===== src/rtl/random_range_generator.sv =====
// random_range_generator: draws uniformly distributed values in [MIN, MAX]
// from a free-running Galois LFSR, with player "fly" presses mixing in a
// timing-dependent counter. Values are produced on a req/valid handshake
// using bounded rejection sampling with a single folded fallback draw.
module random_range_generator #(
  parameter int               WIDTH     = 16,
  parameter logic [WIDTH-1:0] POLY      = 16'hB400,
  parameter logic [WIDTH-1:0] SEED      = 16'hACE1,
  parameter int               OUT_W     = 10,
  parameter int               MIN       = 40,
  parameter int               MAX       = 360,
  parameter int               MAX_TRIES = 4
) (
  input  logic             clk,
  input  logic             rst_n,
  input  logic             fly,
  input  logic             seed_load,
  input  logic [WIDTH-1:0] seed,
  input  logic             req,
  output logic             busy,
  output logic             valid,
  output logic [OUT_W-1:0] num
);

  // Number of values in the output range and the candidate width that covers it.
  localparam int SPAN   = MAX - MIN + 1;
  localparam int MASK_W = (SPAN <= 1) ? 1 : $clog2(SPAN);
  localparam int TRY_W  = (MAX_TRIES <= 1) ? 1 : $clog2(MAX_TRIES);

  localparam logic [MASK_W:0]  SPAN_C   = SPAN[MASK_W:0];
  localparam logic [OUT_W-1:0] MIN_O    = OUT_W'(MIN);
  localparam logic [OUT_W-1:0] SPAN_O   = OUT_W'(SPAN);
  localparam logic [TRY_W-1:0] LAST_TRY = TRY_W'(MAX_TRIES - 1);

  typedef enum logic {
    IDLE,
    DRAW
  } state_t;

  state_t             state, state_next;
  logic [TRY_W-1:0]   tries, tries_next;
  logic [WIDTH-1:0]   lfsr, lfsr_step, lfsr_pick, lfsr_next;
  logic [WIDTH-1:0]   ent_cnt;
  logic               fly_d;
  logic               fly_rise;
  logic [MASK_W-1:0]  cand;
  logic [OUT_W-1:0]   num_next;
  logic               valid_next;
  logic               busy_next;

  assign fly_rise = fly & ~fly_d;
  assign cand     = lfsr[MASK_W-1:0];

  // LFSR next value: seed load beats entropy mixing beats a plain step;
  // an all-zero result would lock the LFSR, so it is replaced by SEED.
  always_comb begin
    lfsr_step = (lfsr >> 1) ^ (lfsr[0] ? POLY : '0);
    if (seed_load) begin
      lfsr_pick = seed;
    end else if (fly_rise) begin
      lfsr_pick = lfsr_step ^ ent_cnt;
    end else begin
      lfsr_pick = lfsr_step;
    end
    lfsr_next = (lfsr_pick == '0) ? SEED : lfsr_pick;
  end

  // Draw FSM: accept an in-range candidate, retry on rejection, and fold
  // the candidate back into range on the last permitted try.
  always_comb begin
    // NOTE: every output of this block gets a default first, so no path can leave a value unassigned and infer a latch.
    state_next = state;
    tries_next = tries;
    num_next   = num;
    valid_next = 1'b0;
    busy_next  = busy;
    unique case (state)
      IDLE: begin
        busy_next = 1'b0;
        if (req) begin
          state_next = DRAW;
          tries_next = '0;
          busy_next  = 1'b1;
        end
      end
      DRAW: begin
        if ({1'b0, cand} < SPAN_C) begin
          num_next   = MIN_O + OUT_W'(cand);
          valid_next = 1'b1;
          busy_next  = 1'b0;
          state_next = IDLE;
        end else if (tries == LAST_TRY) begin
          // cand < 2*SPAN, so subtracting SPAN lands inside the range.
          num_next   = MIN_O + (OUT_W'(cand) - SPAN_O);
          valid_next = 1'b1;
          busy_next  = 1'b0;
          state_next = IDLE;
        end else begin
          tries_next = tries + TRY_W'(1);
        end
      end
      default: begin
        state_next = IDLE;
        busy_next  = 1'b0;
      end
    endcase
  end

  // State register with synchronous reset; reset overrides every other input.
  always_ff @(posedge clk) begin
    // NOTE: sequential state uses non-blocking assignments so every register samples pre-edge values, matching hardware.
    if (!rst_n) begin
      lfsr    <= SEED;
      ent_cnt <= '0;
      fly_d   <= 1'b0;
      state   <= IDLE;
      tries   <= '0;
      num     <= MIN_O;
      valid   <= 1'b0;
      busy    <= 1'b0;
    end else begin
      lfsr    <= lfsr_next;
      ent_cnt <= ent_cnt + WIDTH'(1);
      fly_d   <= fly;
      state   <= state_next;
      tries   <= tries_next;
      num     <= num_next;
      valid   <= valid_next;
      busy    <= busy_next;
    end
  end

endmodule


===== config.mk =====
export PLATFORM = sky130hd
export DESIGN_NAME = random_range_generator
export DESIGN_NICKNAME = d
export VERILOG_FILES = /design/src/rtl/random_range_generator.sv
export SDC_FILE = /design/constraint.sdc
export NUM_CORES = 1
export LEC_CHECK = 0
export CAP_MARGIN = 20
export CORE_MARGIN = 10
export CORE_UTILIZATION = 50
export CTS_CLUSTER_SIZE = 20
export DETAILED_ROUTE_END_ITERATION = 6
export GPL_TIMING_DRIVEN = 0
export PLACE_DENSITY = 0.8
export SYNTH_ARGS = -nofsm -noshare
export SYNTH_HDL_FRONTEND = slang
export SYNTH_SLANG_ARGS = --single-unit

===== constraint.sdc =====
create_clock -name clk -period 1.8 [get_ports clk]
set_input_delay 0.18 -clock clk [delete_from_list [all_inputs] [get_ports clk]]
set_output_delay 0.18 -clock clk [all_outputs]
set_load 0.1 [all_outputs]

# [After elaboration in Yosys (flattened, before gate mapping)]
# Cells that the tools add are included.
[totals] regBits=48 word_cells=49 in_bits=21 n_memories=0 romBits=0 out_inout_bits=12 ramBits=0 latch_bits=0
[op_classes] addsub=5 n_div=0 n_lt_le_gt_ge=1 muxes=18 eq_ne=5 n_reduce_logical=6 bitwise_logic=6 multipliers=0 n_shift=0
[op_table] operator="$mux 16" n=3
[op_table] operator="$mux 10" n=2
[op_table] operator="$add 16x1->16 const B" n=1
[op_table] operator="$logic_not 16->1" n=1
[op_table] operator="$xor 15x16->16" n=1
[op_table] operator="$xor 16x16->16" n=1
[op_table] operator="$add 6x10->10 const A" n=1
[op_table] operator="$add 6x9->10 const A" n=1
[op_table] operator="$sub 9x9->10 const B" n=1
[op_table] operator="$lt 9x9->1 const B" n=1
[op_table] operator="$mux 1" n=7
[op_table] operator="$mux 2" n=3
[op_table] operator="$ne 2x2->1 const B" n=3
[op_table] operator="$pmux 1 s2" n=2
[op_table] operator="$pmux 2 s2" n=1
[op_table] operator="$reduce_and 2->1" n=2
[op_table] operator="$ne 3x1->1 const B" n=1
[op_table] operator="$not 1->1" n=3
[op_table] operator="$reduce_and 3->1" n=1
[op_table] operator="$add 2x1->2 const B" n=1
[op_table] operator="$eq 2x2->1 const B" n=1
[op_table] operator="$reduce_bool 2->1" n=1
[op_table] operator="$reduce_or 2->1" n=1
[op_table] operator="$and 1x1->1" n=1

# [Longest topological paths before layout]
# Gate-level depths: netlist (run 1).
[depth] word_depth=7 ltp_mapped=9

# [Least setup slack after synthesis (run 1)]
# No wires, ideal clock.
[synth_path] kind="reg2reg" start="reg lfsr[3]" end="reg num[0]" n_path_buf=1 setup_slack_ps=-105 synth_period_minus_slack_ps=1905 stages_incl_launch_ff=9 arrival_time_ps=1788 cell_sequence="dfxtp_1 inv_1 ha_1 nor2b_1 o221ai_2 nor2b_2 nor2b_4 buf_4 o211a_1"
[synth_between] elab_chain_cells=3 word_cells_on_any_way=4 classes_between="order compare (1); mux (1); reduce/logical (2)"
[synth_rtl] element="start, declared" line_no="42" text="logic [WIDTH-1:0] lfsr, lfsr_step, lfsr_pick, lfsr_next;"
[synth_rtl] element="start signal, assigned" line_no="122" text="lfsr <= lfsr_next;"
[synth_rtl] element="$lt 9x9->1 *" line_no="87" text="if ({1'b0, cand} < SPAN_C) begin"
[synth_rtl] element="$reduce_bool 2->1 (no line)"
[synth_rtl] element="$reduce_and 2->1 (no line)"
[synth_rtl] element="end signal, assigned" line_no="127" text="num <= num_next;"
[synth_rtl] element="end, declared" line_no="22" text="output logic [OUT_W-1:0] num"
# Mark *: on every way between the ends. The rest lies on a longest branch, timed or not.
# A chain may end at the register's enable or synchronous reset.

# [Worst setup path in the final report (run 1)]
[layout_path] start="reg fly_d" end="reg lfsr[15]"
[layout_between] elab_chain_cells=6
[layout_rtl] element="start, declared" line_no="44" text="logic fly_d;"
[layout_rtl] element="start signal, assigned" line_no="124" text="fly_d <= fly;"
[layout_rtl] element="$not 1->1 *" line_no="51" text="assign fly_rise = fly & ~fly_d;"
[layout_rtl] element="$and 1x1->1 *" line_no="51"
[layout_rtl] element="$mux 16 *" line_no="60" text="end else if (fly_rise) begin"
[layout_rtl] element="$mux 16 *" line_no="58" text="if (seed_load) begin"
[layout_rtl] element="$logic_not 16->1" line_no="65" text="lfsr_next = (lfsr_pick == '0) ? SEED : lfsr_pick;"
[layout_rtl] element="$reduce_or 2->1 (no line)"
# Marks and branches as above.

==> results of run 1 <==
-- metal layers --
metal | track usage | vias to the layer above | share of wire
li1 | - | 1157 | -
met5 | 0 | - | 0
met3 | 0.0274 | 11 | 0.048
met2 | 0.250 | 53 | 0.48
met1 | 0.186 | 1083 | 0.45
met4 | 0.0604 | 0 | 0.019
-- repair_timing --
action                                  in CTS  in global routing
resized for setup                           25                 14
endpoints found under the setup margin      35                 20
buffers inserted                             5                  3
cloned                                       0                  1
pin swaps                                   12                  7
-- stage by stage --
stage,cells,hold slack (ns),instance area (sq um),setup slack [ns]
after CTS,417,0.302,3180,0.0000122
after detailed placement,406,0.445,3030,-0.491
after global routing,421,0.326,3240,-0.177
after floorplan,306,0.315,2640,0.00914
after global placement,406,0.441,3030,-0.483
final,421,0.302,3240,-0.103
-- layout make-up --
cell class                      instances  area share
Inverter                                4     0.00463
Multi-Input combinational cell        235       0.497
Buffer                                 17      0.0343
Sequential cell                        48       0.300
Timing Repair Buffer                   39       0.108
Clock inverter                          1     0.00232
Clock buffer                            7      0.0266
Tap cell                               70      0.0270
-- cells in the mapped netlist (all sizes together), types with 7 or more instances --
library cell  number
buf               12
nor2b             14
a21boi            10
mux2i              8
nand3b            16
o21ai             24
nand3             11
and2              18
a21oi              9
dfxtp             48
nor2              11
xnor2             21
nand4             11
clkbuf             7
nand2             34
-- flip-flops by register name, summed over array words and instances (netlist names) --
register,cells
tries,2
num,10
state,1
fly_d,1
lfsr,16
ent_cnt,16
valid,1
busy,1
-- worst paths after layout --
| check | from | endpoint | slack, ns | depth (start not counted) |
|---|---|---|---|---|
| max | fly_d | lfsr[15] | -0.10 | 7 |
| min reg2reg | num[7] | num[7] | 0.45 | 2 |
| min | rst_n | num[0] | 0.30 | 2 |
| max reg2reg | fly_d | lfsr[15] | -0.10 | 7 |
-- logic make-up after synthesis --
logic type	after synthesis	share of synthesized area
flip-flops	48	0.364
AO/OA/AOI/OAI	58	0.142
buffers and inverters	23	0.0460
AND/OR/NAND/NOR	136	0.299
XOR/XNOR	27	0.0897
adder cells (fa/ha/maj)	6	0.0285
multiplexers	8	0.0304
-- power by group through the flow --
stage / sequential, W / clock, W / combinational [W]
2_1_floorplan: 0.00134 / 0 / 0.000283
3_3_place_gp: 0.00118 / 0 / 0.000590
6_report: 0.00117 / 0.000684 / 0.000624
4_1_cts: 0.00117 / 0.000691 / 0.000603
5_1_grt: 0.00118 / 0.000728 / 0.000670
3_5_place_dp: 0.00119 / 0 / 0.000599
==> summary.md, run 1 <==
| Metric | Value |
|---|---|
| Post-layout minimum cycle time | 1.90 ns |
| Final Util | 0.635 |
| Top FF cell, synth | dfxtp_1 |
| Synth top area cells | dfxtp_1 (36%), xnor2_1 (7.0%), nand2_1 (4.8%) |
| Die Width | 92.6 um |
| Asr flop ratio synth | 0 |
| Critical path peak fanout | 8 |
| Total gr overflow | 0 |
| CTS Buf Count | 5 |
| # Max-Cap Violations | 0 |
| Ys Warns | 0 |
| Syn avg cell area | 8.62 sq um |
| Number of diodes | 0 |
| Number of flops mapped to enable cells by yosys | 0 |
| CTS hold repair buffers | 0 |
| Largest net degree at the start of global routing | 15 |
| DR vias | 2304 |
| Final period util | 1.06 |
| Core Area | 0.00511 sq mm |
| Layout cells sized above 1 | 0.160 |
| Critical Path Max Stage Delay | 0.37 ns |
| Failing checks | negative setup slack |
| Vias in the first global route | 2230 |
| First-pass GRT wire length | 10.6 mm |
| DRC viols | 0 |
| Part of the power in combinational logic | 0.252 |
| I/O pin total | 33 |
| PortBufs | 30 |
| Final Hold Fails | 0 |
| Clock Sinks | 48 |
| Area delta synth->final | 22.9% |
| Slew margin rel. | 0.358 |
| Syn Inst Count | 306 |
| Kind of critical path | flip-flop to flip-flop |
| Clock latency on the worst-skew pair | 0.31 ns |
| Seq pwr share | 0.471 |
| Final #Nets | 377 |
| Family with the most delay on the worst path | simple AND/OR/NAND/NOR gates |
| CTS H-Tree Depth | 2 |
| Worst min path class | primary input to flip-flop |
| Final ANT Viol Nets | 0 |
| Most common cell on crit path | nand4_1 |
| CTS tree | done |
| Maximum vdd ir drop | 0.315 mV |
| Total power draw | 0.00247 W |
| Crit path launch type | flip-flop |
| Critical Path RT | 2.05 ns |
| Commonest cells after routing, fill and taps aside | dfxtp_1 (42), nand2_1 (34), xnor2_1 (20), o21ai_0 (19), and2_1 (18) |
| Critical Path Sink Type | flip-flop |
| GPL Wtd Cong | 0.907 |
| Switching Fraction | 0.325 |
| Pint | 0.00167 W |
| Switching power | 0.000805 W |
| WP data arrival | 2.15 ns |
| Initial Util | 0.516 |
| Final Max Tran Viols | 0 |
| Antenna violations before repair | 0 |
| Fmax | 0.525 GHz |
| Sequential fraction of the synthesis area | 0.364 |
| Setup TNS | -0.715 ns |
| Power per cell area | 763 mW/mm^2 |
| Drt wl/cell | 15.5 um |
| Worst-Margin Slew | 0.967 ns |
| Slowest stage cell, crit path | dfxtp_4 |
| Die height | 92.6 um |
| Synth Net Count | 333 |
| Most common cell after layout, fill and taps aside | dfxtp_1 |
| WL final | 6.53 mm |
| Post-synth cell types | 45 |
| Final setup fails | 8 |
| Area of the multi-input gates | 0.00161 sq mm |
| Clk pwr share | 0.276 |
| Crit-path cells | buf_6 -> nand3b_1 -> mux2i_1 -> nand4_1 -> nor4_2 -> nand3_2 -> nand4_1 |
| Layout Skew | 0.00640 ns |
| Clk slew on worst S/H paths | 0.09 ns |
| Status | complete, but fails checks |
| Number of buffers and inverters on the critical path | 1 |
| Router iterations before antenna repair | 4 |
| Filler cells | 442 |
| Synth area leader | dfxtp_1 |
| Post-Syn Area | 0.00264 sq mm |
| Leakage | 1.29 nW |
| Total Routing Usage GR | 0.150 |
| CTS max path bufs | 2 |
| Area share of the largest cell type after synthesis | 0.364 |
| #FFs+latches synth | 48 |
| Rows | 26 |
| Register area | 973 sq um |
| RSZ-0062 raised after global routing | yes |
| DRT iter0 DRCs | 174 |
| Root buffer cell | clkbuf_8 |
| Vias per cell | 5.47 |
| Post-DP HPWL | 4.85 mm |
| Die ar. | 0.00858 sq mm |
| Final WS setup | -0.103 ns |
Note: power is estimated with default switching activity, not from simulation.
==> inputs of run 2 (changes only) <==
- clock period: 1.8 -> 1.6 ns (I/O delays scaled with it)
==> summary.md, run 2 (synthesis results as in run 1) <==
| Metric | Value |
|---|---|
| Commonest cells after routing, fill and taps aside | dfxtp_1 (37), nand2_1 (31), buf_4 (26), xnor2_1 (19), clkdlybuf4s50_1 (17) |
| Layout cells sized above 1 | 0.302 |
| Crit path launch type | flip-flop |
| Final #Nets | 394 |
| Clock Sinks | 48 |
| Power per cell area | 806 mW/mm^2 |
| WP data arrival | 2.13 ns |
| Rows | 26 |
| Clock latency on the worst-skew pair | 0.30 ns |
| Root buffer cell | clkbuf_8 |
| Placed inst area | 0.00310 sq mm |
| Status | complete, but fails checks |
| Area delta synth->final | 35.8% |
| DRT iter0 DRCs | 202 |
| Layout Skew | 0.00836 ns |
| I/O pin total | 33 |
| Vias per cell | 5.69 |
| Final Max Tran Viols | 0 |
| Fmax | 0.525 GHz |
| CTS H-Tree Depth | 2 |
| Post-DP HPWL | 4.93 mm |
| RSZ-0062 raised after global routing | yes |
| CTS hold repair buffers | 0 |
| Switching power | 0.000942 W |
| Final Util | 0.701 |
| Worst-Margin Slew | 0.609 ns |
| Final WS setup | -0.306 ns |
| Clk slew on worst S/H paths | 0.09 ns |
| Crit-path cells | buf_6 -> xnor2_1 -> xnor2_2 -> o21ai_0 -> nor4_2 -> nand3_2 -> nand4_1 |
| DR vias | 2492 |
| Vias in the first global route | 2426 |
| Leakage | 1.40 nW |
| Total gr overflow | 0 |
| Critical Path Sink Type | flip-flop |
| Final period util | 1.19 |
| Switching Fraction | 0.326 |
| Drt wl/cell | 17.3 um |
| Regs by FF count | ent_cnt x16, lfsr x16, num x10 |
| Antenna violations before repair | 0 |
| WL final | 7.58 mm |
| Clk pwr share | 0.258 |
| Maximum vdd ir drop | 0.382 mV |
| Final ANT Viol Nets | 0 |
| Critical Path RT | 1.83 ns |
| Kind of critical path | flip-flop to flip-flop |
| Final Hold Fails | 0 |
| Final hold slack | 0.286 ns |
| Critical Path Max Stage Delay | 0.32 ns |
| Seq pwr share | 0.455 |
| # Max-Cap Violations | 0 |
| Failing checks | negative setup slack |
| Die height | 92.6 um |
| Worst min path class | primary input to flip-flop |
| GPL Wtd Cong | 0.922 |
| Die ar. | 0.00858 sq mm |
| Setup TNS | -2.32 ns |
| Part of the power in combinational logic | 0.287 |
| Slowest stage cell, crit path | dfxtp_1 |
| Slew margin rel. | 0.594 |
| Initial Util | 0.516 |
| Die Width | 92.6 um |
| CTS tree | done |
| Largest net degree at the start of global routing | 14 |
| First-pass GRT wire length | 11.9 mm |
| PortBufs | 30 |
| Total Routing Usage GR | 0.168 |
| Most common cell after layout, fill and taps aside | dfxtp_1 |
| Post-layout minimum cycle time | 1.91 ns |
| Pint | 0.00195 W |
| CTS Buf Count | 5 |
| Final Instance Area | 0.00358 sq mm |
| CTS max path bufs | 2 |
| Core Area | 0.00511 sq mm |
| Critical path peak fanout | 9 |
| DRC viols | 0 |
| Final setup fails | 15 |
| Router iterations before antenna repair | 4 |
| Number of diodes | 0 |
## run 2: cell types whose count changed in the layout (fill, tap and decap cells not counted), moves of 4 or more
| cell | previous run | this run |
|---|---|---|
| o21ai_2 | 1 | 5 |
| buf_4 | 16 | 26 |
| dfxtp_1 | 42 | 37 |
| buf_6 | 2 | 8 |
| dlygate4sd2_1 | 13 | 0 |
| clkdlybuf4s15_2 | 0 | 11 |
## run 2: power by group through the flow
stage / combinational (W) / clock, W / sequential, W
finish: 0.000829 / 0.000745 / 0.00131
global route: 0.000882 / 0.000792 / 0.00132
CTS: 0.000762 / 0.000749 / 0.00131
detailed placement: 0.000701 / 0 / 0.00134
global placement: 0.000690 / 0 / 0.00134
floorplan: 0.000342 / 0 / 0.00151
## run 2: what timing repair did
item / CTS / global route
buffers inserted: 18 / 5
endpoints found under the hold margin: 0 / 0
gates resized for setup: 66 / 33
cloned: 2 / 0
endpoints found under the setup margin: 37 / 29
pin swaps: 13 / 24
## run 2: path summary, 6_finish.rpt
check	from	to	slack (ns)	cells after the start
setup / recovery	lfsr[0]	lfsr[6]	-0.31	7
hold / removal	rst_n	num[0]	0.29	2
setup reg to reg	lfsr[0]	lfsr[6]	-0.31	7
hold reg to reg	ent_cnt[0]	ent_cnt[0]	0.47	1
## run 2: critical path, delay by kind of cell, from the launching register on
kind / cells / cell delay, ns
XOR/XNOR: 2 / 0.46
buffers and inverters: 1 / 0.14
AO/OA/AOI/OAI: 1 / 0.14
AND/OR/NAND/NOR: 3 / 0.77
flip-flops: 1 / 0.32
## run 2: area by class of cell
class                   count  area (sq um)
multi-input cells         235          1750
fillers                   372          1530
flip-flops and latches     48           987
well taps                  70          87.6
inverters                   4          25.0
repair buffers             55           509
clock buffers               8          90.1
plain buffers              18           133
## run 2: per-stage QoR
step | worst slack (ns) | total power, W | std cells
4_1_cts | -0.154 | 0.00282 | 433
3_3_place_gp | -0.692 | 0.00203 | 406
3_5_place_dp | -0.662 | 0.00204 | 406
2_1_floorplan | -0.0284 | 0.00185 | 306
6_report | -0.306 | 0.00289 | 438
5_1_grt | -0.449 | 0.00300 | 438
## run 2: layer usage
layer  GRT usage  wire [um]
met1       0.202       3230
met2       0.295       3920
met3      0.0258        312
met5           0          0
met4      0.0591        118
